===== src/rtl/dm_dump_pkg.sv =====
// Shared constants and FSM state type for the end-of-test DM unloader.
package dm_dump_pkg;

  localparam int               DM_ADDR_W       = 14;
  localparam logic [13:0]      DM_TEST_START   = 14'h2000;
  localparam logic [13:0]      DM_SIM_END_ADDR = 14'h3FFF;
  localparam logic [31:0]      DM_END_CODE     = 32'hFFFF_FFFF;
  localparam int unsigned      DM_MAX_CYCLES   = 100000;

  typedef enum logic [2:0] {
    IDLE,
    READ,
    WAIT,
    SEND,
    DONE
  } state_e;

endpackage


===== src/rtl/dm_timeout_counter.sv =====
// Free-running cycle counter that fires a one-cycle expire pulse and freezes when disabled.
module dm_timeout_counter
  import dm_dump_pkg::*;
#(
  parameter int unsigned MAX_CYCLES = DM_MAX_CYCLES
) (
  input  logic clk_i,
  input  logic rst_i,
  input  logic en_i,
  output logic expire_o
);

  // Pulse one cycle early so the consumer acts on the edge where the count becomes MAX_CYCLES-1.
  localparam logic [31:0] EXPIRE_AT = MAX_CYCLES - 32'd2;

  logic [31:0] cnt_q, cnt_d;

  always_comb begin
    cnt_d = cnt_q;
    if (en_i && (cnt_q != '1)) cnt_d = cnt_q + 32'd1;
  end

  always_ff @(posedge clk_i or posedge rst_i) begin
    if (rst_i) cnt_q <= '0;
    else       cnt_q <= cnt_d;
  end

  assign expire_o = en_i && (cnt_q == EXPIRE_AT);

endmodule


===== src/rtl/dm_result_streamer.sv =====
// Snoops the DM write port for the end-of-test marker (or times out), then reads
// NUM_WORDS result words from DM and streams them out over valid/ready.
module dm_result_streamer
  import dm_dump_pkg::*;
#(
  parameter int                 ADDR_W       = DM_ADDR_W,
  parameter int                 NUM_WORDS    = 64,
  parameter logic [ADDR_W-1:0]  TEST_START   = DM_TEST_START,
  parameter logic [ADDR_W-1:0]  SIM_END_ADDR = DM_SIM_END_ADDR,
  parameter logic [31:0]        END_CODE     = DM_END_CODE,
  parameter int unsigned        MAX_CYCLES   = DM_MAX_CYCLES
) (
  input  logic              clk_i,
  input  logic              rst_i,
  input  logic              dm_we_i,
  input  logic [ADDR_W-1:0] dm_waddr_i,
  input  logic [31:0]       dm_wdata_i,
  output logic              rd_en_o,
  output logic [ADDR_W-1:0] rd_addr_o,
  input  logic [31:0]       rd_data_i,
  output logic              out_valid_o,
  input  logic              out_ready_i,
  output logic [31:0]       out_data_o,
  output logic [ADDR_W-1:0] out_index_o,
  output logic              out_last_o,
  output logic              busy_o,
  output logic              done_o,
  output logic              timeout_o
);

  localparam int             CW       = ADDR_W + 1;
  localparam logic [CW-1:0]  LAST_IDX = CW'(NUM_WORDS - 1);

  state_e            state_q;
  logic [CW-1:0]     word_cnt_q;
  logic [CW-1:0]     word_inc;
  logic              rd_en_q, out_valid_q, out_last_q, busy_q, done_q, timeout_q;
  logic [ADDR_W-1:0] rd_addr_q, out_index_q;
  logic [31:0]       out_data_q;
  logic              trigger, expire;

  assign trigger  = dm_we_i && (dm_waddr_i == SIM_END_ADDR) && (dm_wdata_i == END_CODE);
  assign word_inc = word_cnt_q + CW'(1);

  dm_timeout_counter #(.MAX_CYCLES(MAX_CYCLES)) u_timeout (
    .clk_i    (clk_i),
    .rst_i    (rst_i),
    .en_i     (state_q == IDLE),
    .expire_o (expire)
  );

  always_ff @(posedge clk_i or posedge rst_i) begin
    if (rst_i) begin
      state_q     <= IDLE;
      word_cnt_q  <= '0;
      rd_en_q     <= 1'b0;
      rd_addr_q   <= '0;
      out_valid_q <= 1'b0;
      out_data_q  <= '0;
      out_index_q <= '0;
      out_last_q  <= 1'b0;
      busy_q      <= 1'b0;
      done_q      <= 1'b0;
      timeout_q   <= 1'b0;
    end else begin
      case (state_q)
        IDLE: begin
          // A marker in the same cycle as expiry counts as a normal end, not a timeout.
          if (trigger || expire) begin
            state_q   <= READ;
            rd_en_q   <= 1'b1;
            rd_addr_q <= ADDR_W'({1'b0, TEST_START} + word_cnt_q);
            busy_q    <= 1'b1;
            timeout_q <= !trigger;
          end
        end
        READ: begin
          rd_en_q <= 1'b0;
          state_q <= WAIT;
        end
        WAIT: begin
          out_data_q  <= rd_data_i;
          out_index_q <= rd_addr_q;
          out_last_q  <= (word_cnt_q == LAST_IDX);
          out_valid_q <= 1'b1;
          state_q     <= SEND;
        end
        SEND: begin
          if (out_ready_i) begin
            out_valid_q <= 1'b0;
            out_last_q  <= 1'b0;
            if (word_cnt_q == LAST_IDX) begin
              state_q <= DONE;
              busy_q  <= 1'b0;
              done_q  <= 1'b1;
            end else begin
              word_cnt_q <= word_inc;
              rd_en_q    <= 1'b1;
              rd_addr_q  <= ADDR_W'({1'b0, TEST_START} + word_inc);
              state_q    <= READ;
            end
          end
        end
        DONE:    state_q <= DONE;
        default: state_q <= IDLE;
      endcase
    end
  end

  assign rd_en_o     = rd_en_q;
  assign rd_addr_o   = rd_addr_q;
  assign out_valid_o = out_valid_q;
  assign out_data_o  = out_data_q;
  assign out_index_o = out_index_q;
  assign out_last_o  = out_last_q;
  assign busy_o      = busy_q;
  assign done_o      = done_q;
  assign timeout_o   = timeout_q;

endmodule


===== config.mk =====
export PLATFORM = sky130hd
export DESIGN_NAME = dm_result_streamer
export DESIGN_NICKNAME = d
export VERILOG_FILES = /design/src/rtl/dm_dump_pkg.sv /design/src/rtl/dm_timeout_counter.sv /design/src/rtl/dm_result_streamer.sv
export SDC_FILE = /design/constraint.sdc
export NUM_CORES = 1
export LEC_CHECK = 0
export CAP_MARGIN = 10
export CORE_MARGIN = 3
export CORE_UTILIZATION = 48
export DETAILED_ROUTE_END_ITERATION = 8
export GPL_TIMING_DRIVEN = 0
export PLACE_DENSITY = 0.8
export REMOVE_ABC_BUFFERS = 1
export SYNTH_ARGS = -nofsm -noshare
export SYNTH_HDL_FRONTEND = slang
export SYNTH_HIERARCHICAL = 1
export SYNTH_SLANG_ARGS = --single-unit
export TNS_END_PERCENT = 50

===== constraint.sdc =====
create_clock -name clk_i -period 3 [get_ports clk_i]
set_input_delay 0.3 -clock clk_i [delete_from_list [all_inputs] [get_ports clk_i]]
set_output_delay 0.3 -clock clk_i [all_outputs]
set_load 0.005 [all_outputs]

==> tab_implementation.tex <==
\begin{tabular}{lr}
\hline
Metric & Value \\
\hline
\multicolumn{2}{l}{\textbf{Clocking}} \\
\quad CTS tree & built \\
\quad Clock Pin Slew Worst Setup and Hold Paths & 0.05 ns \\
\quad Clock sink count & 116 \\
\quad Clock buffer count from CTS & 17 \\
\quad Insertion delay of the later-clocked pin in the worst-skew pair & 0.41 ns \\
\quad Number of buffers added to fix hold violations after cts & 0 \\
\quad Maximum clock path buffer count & 2 \\
\quad Clock root buffer & clkbuf\_16 \\
\quad H-tree level count & 4 \\
\multicolumn{2}{l}{\textbf{Die}} \\
\quad Die Y & 112.1 um \\
\quad Effective utilization at floorplan & 49.39\% \\
\quad FP Rows & 38 \\
\quad CORE AREA & 10940 sq um \\
\quad Horizontal die dimension & 112.1 um \\
\quad Number of primary I/O pins & 148 \\
\quad Die footprint & 12560 sq um \\
\multicolumn{2}{l}{\textbf{Worst setup path}} \\
\quad Path depth of the worst reg2reg path & 7 \\
\quad Worst Path Class, Setup & flop to flop \\
\quad Worst path required time & 3.34 ns \\
\quad Startpoint Class & flop \\
\quad Largest fanout of any net on the critical path & 11 \\
\quad R2R Path Start & state\_q[0] \\
\quad Sort of element at the end of the critical path & flop \\
\quad Arrival time at the worst endpoint & 3.20 ns \\
\quad End of the worst register-to-register path & u\_timeout/cnt\_q[27] \\
\quad FF-to-FF setup slack & 0.14 ns \\
\multicolumn{2}{l}{\textbf{Power}} \\
\quad Maximum ir drop on the vdd rail & 0.3289 mV \\
\quad Leakage power of the design & 3.485 nW \\
\quad Post-route total power & 0.003851 W \\
\quad Power density over cell area & 495.8 nW/um\^{}2 \\
\multicolumn{2}{l}{\textbf{Global route}} \\
\quad Maximum number of pins on one net before global-route repair & 64 \\
\quad Global-route wire length before repair & 22250 um \\
\quad Met2 track utilization from global routing & 36.79\% \\
\quad Grt met1 use & 28.07\% \\
\quad Antenna violations before repair & 0 \\
\quad Top Usage Layer GRT & met2 \\
\quad Leftover overflow at the end of global routing & 0 \\
\quad GR Layer Usage met3 & 6.739\% \\
\quad Number of global-route vias before repair & 4416 \\
\quad Aggregate global-route resource usage & 22.06\% \\
\multicolumn{2}{l}{\textbf{Timing}} \\
\quad Peak clock frequency supported by timing & 349.1 MHz \\
\quad Worst hold slack & 0.2193 ns \\
\quad Unrepaired setup endpoints after global routing & no \\
\quad Final WS setup & 0.1351 ns \\
\quad Count of final setup violators & 0 \\
\quad Maximum clock skew at final layout & 0.006650 ns \\
\quad Endpoints failing hold & 0 \\
\quad Final critical delay including setup and external delays & 2.865 ns \\
\quad Period utilisation layout & 95.50\% \\
\quad Count of pins over their slew limit & 0 \\
\quad Slew headroom & 33.83\% \\
\quad Least-Margin Pin Slew & 0.9872 ns \\
\multicolumn{2}{l}{\textbf{Synthesis}} \\
\quad Sequential element share of the synthesized area & 53.74\% \\
\quad Synth Area in XOR/XNOR & 7.621\% \\
\quad Simple-gate share of the synthesized area & 18.02\% \\
\quad Share of synthesized area spent on multiplexers & 11.28\% \\
\quad Synthesized area per cell & 11.44 sq um \\
\quad Most instantiated flip-flop cell in the synthesis netlist & dfrtp\_1 \\
\quad Gate Count Post-Synth & 472 \\
\quad Netlist cell types & 53 \\
\quad Dominant combinational cell family by area after synthesis & simple AND/OR/NAND/NOR gates \\
\quad Share of synthesized registers carrying an async set or reset & 100.0\% \\
\quad Largest cells by area after synthesis & dfrtp\_1, mux2\_2, xnor2\_1 \\
\quad Number of storage elements in the synthesis netlist & 116 \\
\quad Number of enable flip-flop cells after synthesis & 0 \\
\quad Compound-cell area share of the yosys netlist & 6.324\% \\
\quad Area share of the largest cell type after synthesis & 53.74\% \\
\quad Count of warnings emitted by yosys & 6 \\
\quad Cell type with the largest total area after synthesis & dfrtp\_1 \\
\quad Synthesized cell area & 5401 sq um \\
\quad Synth Area in Adders & 0.6949\% \\
\multicolumn{2}{l}{\textbf{Route}} \\
\quad Routed wire length per instance & 17.18 um \\
\quad Initial DRC count & 236 \\
\quad Number of nets still failing antenna checks after routing & 0 \\
\quad Total iterations of the first detailed-routing run & 4 \\
\quad Drt drc & 0 \\
\quad Wire length after detailed routing & 13430 um \\
\quad Via density per instance & 5.632 \\
\quad Routed via count & 4404 \\
\multicolumn{2}{l}{\textbf{Finish}} \\
\quad Area taken by flip-flops and latches & 2903 sq um \\
\quad Filler cell count & 773 \\
\quad Final net count & 714 \\
\quad Number of antenna diodes & 0 \\
\quad Final core area utilization & 71.03\% \\
\quad Ratio of cells with drive above 1 in the final layout & 17.45\% \\
\quad Syn-to-layout area delta & 43.80\% \\
\quad Area of the multi-input gates & 2426 sq um \\
\multicolumn{2}{l}{\textbf{Outcome}} \\
\quad Run status & finished, final reports clean \\
\multicolumn{2}{l}{\textbf{Flow run}} \\
\quad Max-cap violation count & 0 \\
\multicolumn{2}{l}{\textbf{Min path}} \\
\quad Class of the worst hold path & primary input to async pin \\
\multicolumn{2}{l}{\textbf{Placed design}} \\
\quad Number of port buffers & 147 \\
\quad Global placer's final weighted congestion & 0.8641 \\
\quad Placement-stage worst setup slack & -0.4384 ns \\
\quad HPWL after detailed placement & 9730 um \\
\hline
\end{tabular}
## cells by family (layout without fill, tap and decap cells)
| logic type | Yosys count | count (layout) |
|---|---|---|
| AO/OA/AOI/OAI | 50 | 50 |
| XOR/XNOR | 47 | 47 |
| adder cells (fa/ha/maj) | 3 | 3 |
| buffers and inverters | 30 | 200 |
| AND/OR/NAND/NOR | 172 | 172 |
| multiplexers | 54 | 54 |
| flip-flops | 116 | 116 |
## cells in the mapped netlist (2+ instances only)
master     count
a21o_1         2
a21oi_1       11
a2bb2oi_1      6
a31oi_1        3
and2_1         2
and3_1        10
and4_1         2
buf_2          3
clkbuf_1      11
dfrtp_1      116
ha_1           3
inv_1         14
mux2_2        51
mux2i_1        2
nand2_1       28
nand3_1       27
nand4_1       29
nor2_1        21
nor2b_1        2
nor3_1        14
nor4_1        20
o211ai_1       2
o21a_1         3
o21ai_0       11
o22a_1         2
or2_2          3
or4_1          2
or4b_4         2
xnor2_1       25
xor2_1        22
## report_power, final
| group | switching (W) | leakage (nW) | internal (W) | total (W) |
|---|---|---|---|---|
| sequential | 0.0000000000000000135 | 1.59 | 0.00157 | 0.00157 |
| combinational | 0.0000482 | 1.59 | 0.000101 | 0.000149 |
| clock | 0.000707 | 0.305 | 0.00143 | 0.00214 |
## metrics by stage
stage,std cells,cell area [sq um],setup TNS (ns)
3_3_place_gp,743,6975,-193.42
4_1_cts,781,7714,0
2_1_floorplan,456,5329,-68.86
6_report,782,7767,0
5_1_grt,782,7767,0
3_5_place_dp,747,7044,-3.904
## state kept, by name (all words and copies together), names as in the netlist, 3 cells and up
signal,count
out_data_o,32
out_index_o,14
rd_addr_o,14
state_q,3
u_timeout/cnt_q,32
word_cnt_q,15
## repair_timing
action / 4_1_cts / 5_1_grt
pin swaps: 1 / 1
gates resized for setup: 4 / 5
endpoints found under the setup margin: 17 / 17
buffers inserted: 2 / 0
## worst max-delay path by stage
stage,start,to,slack (ns),depth (start not counted)
3_5_place_dp,u_timeout/cnt_q[0],rd_addr_o[10],-0.44,9
4_1_cts,u_timeout/cnt_q[0],rd_addr_o[10],0.02,9
3_3_place_gp,state_q[1],out_data_o[2],-2.89,3
5_1_grt,state_q[0],u_timeout/cnt_q[27],0.01,7
6_report,state_q[0],u_timeout/cnt_q[27],0.14,7
2_1_floorplan,state_q[1],out_last_o,-1.45,3
## cell type report
type                       instances  area share (%)
timing repair buffer             154           20.28
sequential                       116           37.37
clock buffer                      19           5.831
tap                              140           2.255
clock inverter                    13           2.320
multi-input combinational        326           31.23
inverter                          14          0.7088
## cells in the final DEF, fill, tap and decap left out, drive strengths merged, types with 13 or more instances in the layout
| cell type | Yosys | layout |
|---|---|---|
| o21ai | 13 | 13 |
| nand3 | 27 | 27 |
| dfrtp | 116 | 116 |
| xnor2 | 25 | 25 |
| clkdlybuf4s50 | 0 | 147 |
| nor3 | 15 | 15 |
| nor2 | 21 | 21 |
| clkbuf | 12 | 19 |
| xor2 | 22 | 22 |
| inv | 14 | 15 |
| nand4 | 29 | 29 |
| nand2 | 28 | 28 |
| nor4 | 20 | 20 |
| mux2 | 52 | 52 |
## routing by layer
metal,up-vias,wire length (um)
met2,186,6531
met1,2157,5730
met4,0,113
met3,11,1054
li1,2050,-
met5,-,0
## critical path, cell delays in order, from the launching register on
cell,delay (ns)
dfrtp_1,0.48
or3_1,0.51
inv_2,0.20
nand3_1,0.21
or4_4,0.56
or4b_4,0.56
nor3_2,0.13
xor2_1,0.15
(Power assumes the default switching activity.)
